$ cat config.mk
export PLATFORM = sky130hd
export DESIGN_NAME = multicycle_control
export DESIGN_NICKNAME = d
export VERILOG_FILES = /design/src/rtl/multicycle_control.sv
export SDC_FILE = /design/constraint.sdc
export NUM_CORES = 1
export LEC_CHECK = 0
export CORE_MARGIN = 8
export CORE_UTILIZATION = 50
export DETAILED_ROUTE_END_ITERATION = 12
export PLACE_DENSITY = 0.82
export SLEW_MARGIN = 20
export SYNTH_ARGS = -nofsm -noshare
export SYNTH_HDL_FRONTEND = slang
export SYNTH_SLANG_ARGS = --single-unit
$ cat constraint.sdc
create_clock -name clk -period 4.85 [get_ports clk]
set_clock_uncertainty 0.05 [all_clocks]
set_input_delay 0.97 -clock clk [delete_from_list [all_inputs] [get_ports clk]]
set_output_delay 0.97 -clock clk [all_outputs]
set_load 0.1 [all_outputs]
$ cat src/rtl/multicycle_control.sv
// Multi-cycle MIPS-subset controller: sequences FETCH/DECODE/EXEC/MEM/WB/MDWAIT and
// gates datapath write strobes; select lines are a pure decode of the held IR fields.
module multicycle_control #(
  parameter int unsigned MEM_WAIT  = 0,
  parameter int unsigned MD_CYCLES = 5
) (
  input  logic       clk,
  input  logic       reset,
  input  logic [5:0] op,
  input  logic [5:0] funct,
  input  logic       cmp_eq,
  output logic       PCWr,
  output logic       IRWr,
  output logic [1:0] NPCOp,
  output logic [1:0] EXTOp,
  output logic [2:0] ALUOp,
  output logic       BSel,
  output logic [1:0] SSel,
  output logic [1:0] LSel,
  output logic [1:0] M1Sel,
  output logic [1:0] M2Sel,
  output logic       M3Sel,
  output logic       HLRd,
  output logic       HLSel,
  output logic       RFWr,
  output logic       DMWr,
  output logic       HiLoWr,
  output logic       MDStart,
  output logic       busy,
  output logic [2:0] state
);

  localparam int unsigned CNT_W = 8;

  localparam logic [5:0] OP_RTYPE = 6'h00;
  localparam logic [5:0] OP_J     = 6'h02;
  localparam logic [5:0] OP_JAL   = 6'h03;
  localparam logic [5:0] OP_BEQ   = 6'h04;
  localparam logic [5:0] OP_BNE   = 6'h05;
  localparam logic [5:0] OP_ORI   = 6'h0D;
  localparam logic [5:0] OP_LUI   = 6'h0F;
  localparam logic [5:0] OP_LB    = 6'h20;
  localparam logic [5:0] OP_LH    = 6'h21;
  localparam logic [5:0] OP_LW    = 6'h23;
  localparam logic [5:0] OP_SB    = 6'h28;
  localparam logic [5:0] OP_SH    = 6'h29;
  localparam logic [5:0] OP_SW    = 6'h2B;

  localparam logic [5:0] F_SLL    = 6'h00;
  localparam logic [5:0] F_JR     = 6'h08;
  localparam logic [5:0] F_MFHI   = 6'h10;
  localparam logic [5:0] F_MFLO   = 6'h12;
  localparam logic [5:0] F_MULT   = 6'h18;
  localparam logic [5:0] F_DIV    = 6'h1A;
  localparam logic [5:0] F_ADDU   = 6'h21;
  localparam logic [5:0] F_SUBU   = 6'h23;
  localparam logic [5:0] F_SLT    = 6'h2A;

  typedef enum logic [2:0] {
    S_FETCH  = 3'd0,
    S_DECODE = 3'd1,
    S_EXEC   = 3'd2,
    S_MEM    = 3'd3,
    S_WB     = 3'd4,
    S_MDWAIT = 3'd5
  } state_e;

  typedef enum logic [3:0] {
    I_NONE, I_ALU, I_LUI, I_LOAD, I_STORE, I_BR, I_J, I_JAL, I_JR, I_MD, I_MF
  } icls_e;

  state_e             state_q, state_d;
  logic [CNT_W-1:0]   cnt_q, cnt_d;
  icls_e              icls;
  logic [1:0]         npc_dec;

  // Instruction class and datapath selects from the held op/funct.
  always_comb begin
    icls    = I_NONE;
    npc_dec = 2'b00;
    EXTOp   = 2'b00;
    ALUOp   = 3'b000;
    BSel    = 1'b0;
    SSel    = 2'b00;
    LSel    = 2'b00;
    M1Sel   = 2'b00;
    M2Sel   = 2'b00;
    M3Sel   = 1'b0;
    HLRd    = 1'b0;
    HLSel   = 1'b0;
    case (op)
      OP_RTYPE: begin
        case (funct)
          F_ADDU: begin icls = I_ALU; M1Sel = 2'b01; M2Sel = 2'b10; ALUOp = 3'b000; end
          F_SUBU: begin icls = I_ALU; M1Sel = 2'b01; M2Sel = 2'b10; ALUOp = 3'b001; end
          F_SLL:  begin icls = I_ALU; M1Sel = 2'b01; M2Sel = 2'b10; ALUOp = 3'b011; end
          F_SLT:  begin icls = I_ALU; M1Sel = 2'b01; M2Sel = 2'b10; ALUOp = 3'b100; end
          F_JR:   begin icls = I_JR;  npc_dec = 2'b11; end
          F_MULT: icls = I_MD;
          F_DIV:  icls = I_MD;
          F_MFHI: begin icls = I_MF; M1Sel = 2'b01; HLRd = 1'b1; HLSel = 1'b1; end
          F_MFLO: begin icls = I_MF; M1Sel = 2'b01; HLRd = 1'b1; HLSel = 1'b0; end
          default: icls = I_NONE;
        endcase
      end
      OP_ORI: begin icls = I_ALU; ALUOp = 3'b010; M3Sel = 1'b1; M2Sel = 2'b10; end
      OP_LUI: begin icls = I_LUI; EXTOp = 2'b10; M2Sel = 2'b11; end
      OP_LW:  begin icls = I_LOAD; EXTOp = 2'b01; M3Sel = 1'b1; M2Sel = 2'b01; LSel = 2'b00; end
      OP_LH:  begin icls = I_LOAD; EXTOp = 2'b01; M3Sel = 1'b1; M2Sel = 2'b01; LSel = 2'b01; end
      OP_LB:  begin icls = I_LOAD; EXTOp = 2'b01; M3Sel = 1'b1; M2Sel = 2'b01; LSel = 2'b10; end
      OP_SW:  begin icls = I_STORE; EXTOp = 2'b01; M3Sel = 1'b1; SSel = 2'b00; end
      OP_SH:  begin icls = I_STORE; EXTOp = 2'b01; M3Sel = 1'b1; SSel = 2'b01; end
      OP_SB:  begin icls = I_STORE; EXTOp = 2'b01; M3Sel = 1'b1; SSel = 2'b10; end
      OP_BEQ: begin icls = I_BR; npc_dec = 2'b01; EXTOp = 2'b01; ALUOp = 3'b001; end
      OP_BNE: begin icls = I_BR; npc_dec = 2'b01; EXTOp = 2'b01; ALUOp = 3'b001; BSel = 1'b1; end
      OP_J:   begin icls = I_J;   npc_dec = 2'b10; end
      OP_JAL: begin icls = I_JAL; npc_dec = 2'b10; M1Sel = 2'b10; M2Sel = 2'b00; end
      default: icls = I_NONE;
    endcase
  end

  // Next state, wait counter and strobes; reset low masks every strobe in the same cycle.
  always_comb begin
    state_d = state_q;
    cnt_d   = cnt_q;
    NPCOp   = npc_dec;
    PCWr    = 1'b0;
    IRWr    = 1'b0;
    RFWr    = 1'b0;
    DMWr    = 1'b0;
    HiLoWr  = 1'b0;
    MDStart = 1'b0;
    busy    = 1'b0;
    case (state_q)
      S_FETCH: begin
        IRWr    = 1'b1;
        PCWr    = 1'b1;
        NPCOp   = 2'b00;
        state_d = S_DECODE;
      end
      S_DECODE: begin
        case (icls)
          I_J, I_JR: begin PCWr = 1'b1; state_d = S_FETCH; end
          I_JAL:     begin PCWr = 1'b1; RFWr = 1'b1; state_d = S_FETCH; end
          I_NONE:    state_d = S_FETCH;
          default:   state_d = S_EXEC;
        endcase
      end
      S_EXEC: begin
        case (icls)
          I_BR: begin PCWr = cmp_eq ^ BSel; state_d = S_FETCH; end
          I_LOAD, I_STORE: begin cnt_d = CNT_W'(MEM_WAIT); state_d = S_MEM; end
          I_MD: begin MDStart = 1'b1; cnt_d = CNT_W'(MD_CYCLES - 1); state_d = S_MDWAIT; end
          I_ALU, I_LUI, I_MF: state_d = S_WB;
          default: state_d = S_FETCH;
        endcase
      end
      S_MEM: begin
        if (cnt_q != '0) begin
          cnt_d = cnt_q - CNT_W'(1);
        end else if (icls == I_STORE) begin
          DMWr    = 1'b1;
          state_d = S_FETCH;
        end else begin
          state_d = S_WB;
        end
      end
      S_WB: begin
        RFWr    = 1'b1;
        state_d = S_FETCH;
      end
      S_MDWAIT: begin
        busy = 1'b1;
        if (cnt_q != '0) begin
          cnt_d = cnt_q - CNT_W'(1);
        end else begin
          HiLoWr  = 1'b1;
          state_d = S_FETCH;
        end
      end
      default: state_d = S_FETCH;
    endcase
    if (!reset) begin
      PCWr    = 1'b0;
      IRWr    = 1'b0;
      RFWr    = 1'b0;
      DMWr    = 1'b0;
      HiLoWr  = 1'b0;
      MDStart = 1'b0;
      busy    = 1'b0;
    end
  end

  always_ff @(posedge clk) begin
    if (!reset) begin
      state_q <= S_FETCH;
      cnt_q   <= '0;
    end else begin
      state_q <= state_d;
      cnt_q   <= cnt_d;
    end
  end

  assign state = state_q;

endmodule

After elaboration in Yosys (flattened, before gate mapping)
Cells that the tools add are included.
{ "word_totals": {"word_cells": 116, "inputBits": 15, "output_inout_bits": 29, "regBits": 11} }
{ "op_classes": {"bitwise_logic": 1, "reduce_logical": 23, "n_mux": 50, "n_addsub": 1, "eq_ne": 39} }
{ "ops": {"columns": ["cell", "count"], "rows": [
  ["== test 6 bit, second input constant", 9],
  ["case mux 4 bit (8 select lines)", 1],
  ["case mux 8 bit (2 select lines)", 2],
  ["case mux 3 bit (3 select lines)", 3],
  ["2-to-1 mux 1 bit", 26],
  ["== test 6 x 5 -> 1 bit, second input constant", 4],
  ["== test 6 x 4 -> 1 bit, second input constant", 3],
  ["== test 4 x 3 -> 1 bit, second input constant", 4],
  ["case mux 2 bit (2 select lines)", 4],
  ["case mux 4 bit (4 select lines)", 1],
  ["case mux 3 bit (5 select lines)", 1],
  ["== test 4 bit, second input constant", 3],
  ["== test 6 x 2 -> 1 bit, second input constant", 2],
  ["== test 6 x 3 -> 1 bit, second input constant", 2],
  ["logical NOT 6 bit", 2],
  ["OR reduction 2 bit", 6],
  ["OR reduction 3 bit", 4],
  ["2-to-1 mux 3 bit", 3],
  ["== test 4 x 2 -> 1 bit, second input constant", 2],
  ["2-to-1 mux 2 bit", 4],
  ["2-to-1 mux 8 bit", 1],
  ["case mux 2 bit (4 select lines)", 1],
  ["nonzero test 8 bit", 1],
  ["OR reduction 4 bit", 2],
  ["20 further kinds", 23]
]} }

Longest topological paths before layout
Gate-level depths: netlist (run 1).
{ "depth": {"word_depth": 9, "ltp_mapped": 7, "depth_no_buf": 7} }

Worst setup path before layout (run 1)
No wires, ideal clock.
{ "synth_timing": {"kind": "input-to-output", "start": "in op[3]", "end": "out ALUOp[2]", "setup_slack_ns": -1.000, "cell_stages": 4, "required_ns": 3.830, "n_path_buf": 1, "arrival_ns": 4.830, "path_cell_list": "buf_6 > or4_4 > or2_1 > nor4_1"} }
{ "synth_via": {"elab_chain_len": 3, "word_cells_on_any_way": 6, "classes_between": "3 x eq/ne; 1 x mux; 2 x reduce/logical"} }
{ "synth_lines": {"columns": ["item", "line", "text"], "rows": [
  ["start, declared", "9", "input logic [5:0] op,"],
  ["== test 6 x 3 -> 1 bit", "91", "case (op)"],
  ["OR reduction 2 bit (no source line)", null, null],
  ["case mux 3 bit (3 select lines) *", "91", null],
  ["end, declared", "16", "output logic [2:0] ALUOp,"]
]} }
Every way passes the cells marked *; elsewhere a longest branch is shown, timed or not.

Worst setup path in the final report (run 1)
{ "layout_timing": {"start": "in op[5]", "end": "out HLSel"} }
{ "layout_via": {"elab_chain_len": 2} }
{ "layout_lines": {"columns": ["item", "line", "text"], "rows": [
  ["logical NOT 6 bit", "91", null],
  ["2-to-1 mux 1 bit", "91", null],
  ["end, declared", "24", "output logic HLSel,"]
]} }
Every way passes these cells.

==> impl_results.md, run 1 <==
- Post-route antenna net violation count: 0
- Clock Latency Late Sink: between 200 and 300 ps
- PwrDens: ~150 nW/um^2
- Routed WL per cell: 16.5 microns
- Tot GR Track Use: 0.190
- YS warnings: 0
- Area grow syn2layout: 38.8%
- Rows: 19
- Top-count cell post-synth: nor2_1
- Maximum fanout along the worst path: 14
- Final hold vios: 0
- Vias post-DR: 1642
- CTS clk-pin slew, worst paths: 70 ps
- Buffers added on ports: 43
- Post-synth top flop: dfxtp_1
- Sequential share of the synthesized area: 0.159
- Hold-fix buffers at CTS: 0
- Critical Path AT: around 3300 ps
- Die Area: 4700 sq um
- Gpl congestion: 0.917
- Fin cells: 266
- Critical-path cell list: clkdlybuf4s50_1 > or4_4 > or2_1 > or3b_4 > nor2_2 > buf_12
- GR Overflow Total: 0
- Max Fclk: approximately 230 MHz
- CP max stage delay: approximately 620 ps
- Asr flop ratio synth: 0
- Max VDD drop: 0.125 mV
- Slowest-stage cell, CP: clkdlybuf4s50_1
- Synth area leader: dfxtp_1
- Layout cells sized above 1: 0.217
- Setup bufs post-CTS: 0
- Initial antenna violation count: 0
- # placed instances: between 200 and 300
- Filler Cell Count: 218
- Fin nets: between 200 and 300
- First-pass GRT wire length: 7200 microns
- Slew HR: 0.336
- Vias in the first global route: approximately 1600
- Count of cell types in the netlist: between 50 and 60
- Crit path kind: in -> out
- Leakage: 0.000736 uW
- Logic pwr share: 0.434
- Setup crit start kind: primary input
- Initial Util: 0.514
- Clock buffer depth: 2
- TNS Setup: 0 ps
- Top cells by area, synth: dfxtp_1 16%, nor2_1 7.6%, o21ai_0 4.0%
- Synth Area per Inst: 6.91 sq um
- Largest net degree at the start of global routing: 19
- Drt via density: 6.17
- Syn_nets: between 200 and 250
- Commonest cells in the netlist: 28 x nor2_1, 14 x nand2_1, 11 x dfxtp_1, 11 x o21ai_0
- Slew Viols, Final: 0
- Min cycle time layout: 4270 ps
- Worst slack at placement: roughly 610 ps
- Synth Register Bits: 11
- Final wirelength: 4400 microns
- Outcome: finished clean
- Clock sink count: 11
- Final Util: 0.714
- Worst EP required: 3830 ps
- Die outline height: 68.6 microns
- Number of synthesized flops with an enable pin: 0
- Synth Cell Area: 1380 sq um
- Maxcap violations: 0
- Clk pwr share: 0.230
- Iteration-0 DRC Markers: 106
- Core area: between 2000 and 3000 sq um
- Switching part of the total: 0.424
- I/O Pins: 44
- Endpoint class of the critical path: output pin
- DRT Pass-1 Iters: 4
- CTS tree: yes
- Num CTS Buffers: 3
- Period utilization: 0.879
- Post_cts resized: 0
- Root Buffer: clkbuf_4
- DRC: 0
- Final Setup Violations: 0
- Total power: 284 uW
- Syn Inst Count: 200
- Worst-margin pin slew: approximately 990 ps
- Antenna cells: 0
- Area fraction of the dominant cell type after synthesis: 0.159
- Final WS setup: about 600 ps
- HP Class: reg -> reg
- HPWL after DPL: 3490 microns
- RSZ-0062 raised after global routing: no
- Number of H-tree levels: 1
- Pint: about 160 uW
- Die width: 68.6 microns
- Power share of the sequential group: 0.336
- Net switching power: approximately 120 uW
-- worst paths after layout --
kind         slack, ps  endpoint  startpoint  cells past startpoint
max                580     HLSel       op[5]                      6
min                490  cnt_q[7]    cnt_q[7]                      2
max reg2reg       2800  cnt_q[4]    state[0]                      5
min reg2reg        490  cnt_q[7]    cnt_q[7]                      2
-- worst max-delay path, delay by kind of cell --
family        cells  cell delay [ps]
simple gates      4             1470
buf+inv           2              810
-- routing by layer --
| layer | wire length, microns | vias up | global-route usage | part of all wire |
|---|---|---|---|---|
| li1 | - | 794 | - | - |
| met1 | 1910 | 770 | 0.224 | 0.43 |
| met2 | 2130 | 72 | 0.333 | 0.48 |
| met3 | 302 | 6 | 0.0404 | 0.069 |
| met4 | 62 | 0 | 0.0639 | 0.014 |
| met5 | 0 | - | 0 | 0 |
-- cells by family (layout without fill, tap and decap cells) --
logic type	after synthesis	after routing	share of synthesized area
AND/OR/NAND/NOR	109	109	0.465
multiplexers	2	2	0.0154
adder cells (fa/ha/maj)	2	2	0.0181
buffers and inverters	25	60	0.0797
AO/OA/AOI/OAI	43	43	0.212
flip-flops	11	11	0.159
XOR/XNOR	8	8	0.0507
-- power by group through the flow --
stage | Clock (uW) | Combinational, uW | Sequential [uW]
after CTS | 64.0 | 122 | 95.1
after global placement | 0 | 119 | 97.1
after global routing | 70.3 | 129 | 95.7
final | 65.3 | 123 | 95.3
after floorplan | 0 | 79.8 | 103
after detailed placement | 0 | 121 | 97.3
-- sequential cells by signal, summed over array words and instances, names as in the netlist --
register and flops:
cnt_q 8, state 3
-- area by class of cell --
cell class | instances | area [sq um] | area share
clock buffers | 4 | 26.3 | 0.0137
well taps | 31 | 38.8 | 0.0202
flip-flops and latches | 11 | 220 | 0.115
inverters | 10 | 37.5 | 0.0196
multi-input cells | 164 | 1070 | 0.557
repair buffers | 46 | 526 | 0.274
-- stage by stage --
stage / area (sq um) / hold WS (ps)
after global placement: 1890 / 446
after global routing: 1920 / 521
after CTS: 1920 / 483
after floorplan: 1400 / 430
final: 1920 / 485
after detailed placement: 1890 / 465
-- cell usage in the layout, fill, tap and decap left out, types with 6 or more instances in the layout --
cell type / n
a21oi_1: 8
clkdlybuf4s50_1: 17
nand2_1: 14
o21ai_0: 11
buf_4: 18
buf_12: 11
inv_1: 10
nor2_1: 28
nand2b_1: 7
a211oi_1: 6
nor3_1: 9
dfxtp_1: 11
(Power assumes the default switching activity.)
==> run 2: changes to the inputs <==
Clock period 4.85 ns to 4.99 ns, I/O delays scaled along.
==> run 2 against run 1 <==
  * Combinational power fell by 7%
  * Worst hold slack barely moved
  * Via count decreased by 3.8%
==> impl_results.md, run 2 (synthesis results as in run 1) <==
- Outcome: finished clean
- Leakage: between 0.0007 and 0.0008 uW
- Final Setup Violations: 0
- Initial antenna violation count: 0
- HP Class: reg -> reg
- CTS tree: yes
- Crit path from: op[2]
- Filler Cell Count: approximately 230
- Number of H-tree levels: 1
- DRT Pass-1 Iters: 4
- Final hold vios: 0
- Die outline height: 68.6 microns
- CTS clk-pin slew, worst paths: approximately 80 ps
- Tot GR Track Use: 0.182
- Die width: 68.6 microns
- Clock buffer depth: 2
- Fin nets: 252
- Vias in the first global route: 1490
- Num CTS Buffers: 3
- Setup bufs post-CTS: 0
- Root Buffer: clkbuf_4
- Drt via density: 5.96
- Logic pwr share: 0.425
- Clock sink count: 11
- Largest net degree at the start of global routing: 19
- Maximum fanout along the worst path: 16
- TNS Setup: 0 ps
- Worst EP required: ~3900 ps
- RSZ-0062 raised after global routing: no
- Net switching power: ~120 uW
- Area grow syn2layout: 37.3%
- Antenna cells: 0
- Buffers added on ports: 43
- Total power: 272 uW
- Layout cells sized above 1: 0.214
- Period utilization: 0.876
- Biggest register: cnt_q
- Rows: 19
- GR Overflow Total: 0
- Slew Viols, Final: 0
- Routed WL per cell: 16.0 microns
- Routing usage on met1: 0.220
- Worst Reg2Reg Path Length in Cells: 7
- First-pass GRT wire length: between 6000 and 7000 microns
- Endpoint class of the critical path: output pin
- Reg-to-reg endpoint: cnt_q[4]
- Die Area: 4700 sq um
- Initial Util: 0.514
- Crit path kind: in -> out
- Final wirelength: 4230 microns
- Vias post-DR: 1580
- Final WS setup: between 600 and 700 ps
- PwrDens: 143 nW/um^2
- Power share of the sequential group: 0.340
- Hold-fix buffers at CTS: 0
- Worst slack at placement: 625 ps
- Max FFs per register: 8
- Clk pwr share: 0.235
- Gpl congestion: 0.937
- Iteration-0 DRC Markers: 132
- Grt met3 use: 0.0436
- Commonest non-fill, non-tap cell in the layout: nor2_1
- DRC: 0
- Grt peak-use layer: met2
- Switching part of the total: 0.424
- CP Capture Point: M1Sel[0]
- Maxcap violations: 0
- Worst-margin pin slew: 970 ps
- Cell area after layout: 1900 sq um
- Max VDD drop: around 0.17 mV
- Max Fclk: 229 MHz
- R2R Setup Slk: 2950 ps
- RR Startpoint: cnt_q[0]
- Clock Latency Late Sink: 280 ps
- Min cycle time layout: around 4400 ps
- Critical Path AT: 3330 ps
- Core area: 2690 sq um
- Commonest non-fill, non-tap cells in the layout: 28 x nor2_1, 18 x buf_4, 17 x clkdlybuf4s50_1
- Post-route antenna net violation count: 0
- I/O Pins: 44
- Slew HR: 0.351
- GR Util met2: 0.312
- Setup crit start kind: primary input
- Post_cts resized: 0
- HPWL after DPL: 3410 microns
- Pint: 156 uW
- Dpl cell area: 1870 sq um
==> run 2: changes by cell type in the layout (fill, tap and decap cells not counted), sizes merged <==
cell	delta
buf	-1
==> run 2: critical path: stages <==
cell and delay, ps:
clkdlybuf4s50_1 630, or4_4 650, or2_1 300, or3b_4 420, nand2_1 140, buf_12 190
==> run 2: metrics by stage <==
stage                      util  hold slack (ps)  instances
after floorplan               -              430        200
after global placement    0.696              447        261
after detailed placement  0.696              457        261
after CTS                 0.706              476        265
after global routing      0.706              511        265
final                     0.706              485        265
==> run 2: power groups by stage <==
stage | Sequential, uW | Clock [uW] | Combinational, uW
3_5_place_dp | 94.4 | 0 | 114
3_3_place_gp | 94.3 | 0 | 112
6_report | 92.4 | 63.8 | 115
4_1_cts | 92.3 | 64.1 | 115
5_1_grt | 92.7 | 70.1 | 122
2_1_floorplan | 99.8 | 0 | 77.6
==> run 2: layer usage <==
layer	vias up	part of all wire
li1	795	-
met1	722	0.44
met5	-	0
met4	0	0.0090
met2	58	0.48
met3	5	0.078
==> run 2: worst min-delay path by stage <==
stage                     cells past startpoint  endpoint  slack [ps]  startpoint
final                                         2  cnt_q[7]         490    cnt_q[7]
after global routing                          2  cnt_q[1]         510    cnt_q[1]
after CTS                                     2  cnt_q[7]         480    cnt_q[7]
after detailed placement                      2  cnt_q[7]         460    cnt_q[7]
after global placement                        2  cnt_q[7]         450    cnt_q[7]
after floorplan                               2  cnt_q[7]         430    cnt_q[7]
==> run 2: final cells by class <==
type	count	area, sq um	share of cell area
Clock buffer	4	26.3	0.0139
Inverter	10	37.5	0.0198
Multi-Input combinational cell	164	1070	0.563
Sequential cell	11	220	0.116
Tap cell	31	38.8	0.0204
Timing Repair Buffer	45	505	0.266
==> run 3: changes to the inputs <==
Settings changed: SKIP_CTS_REPAIR_TIMING from default to 1.
==> results of run 3 <==
No change in the layout: final DEF, timing and power equal those of run 2.
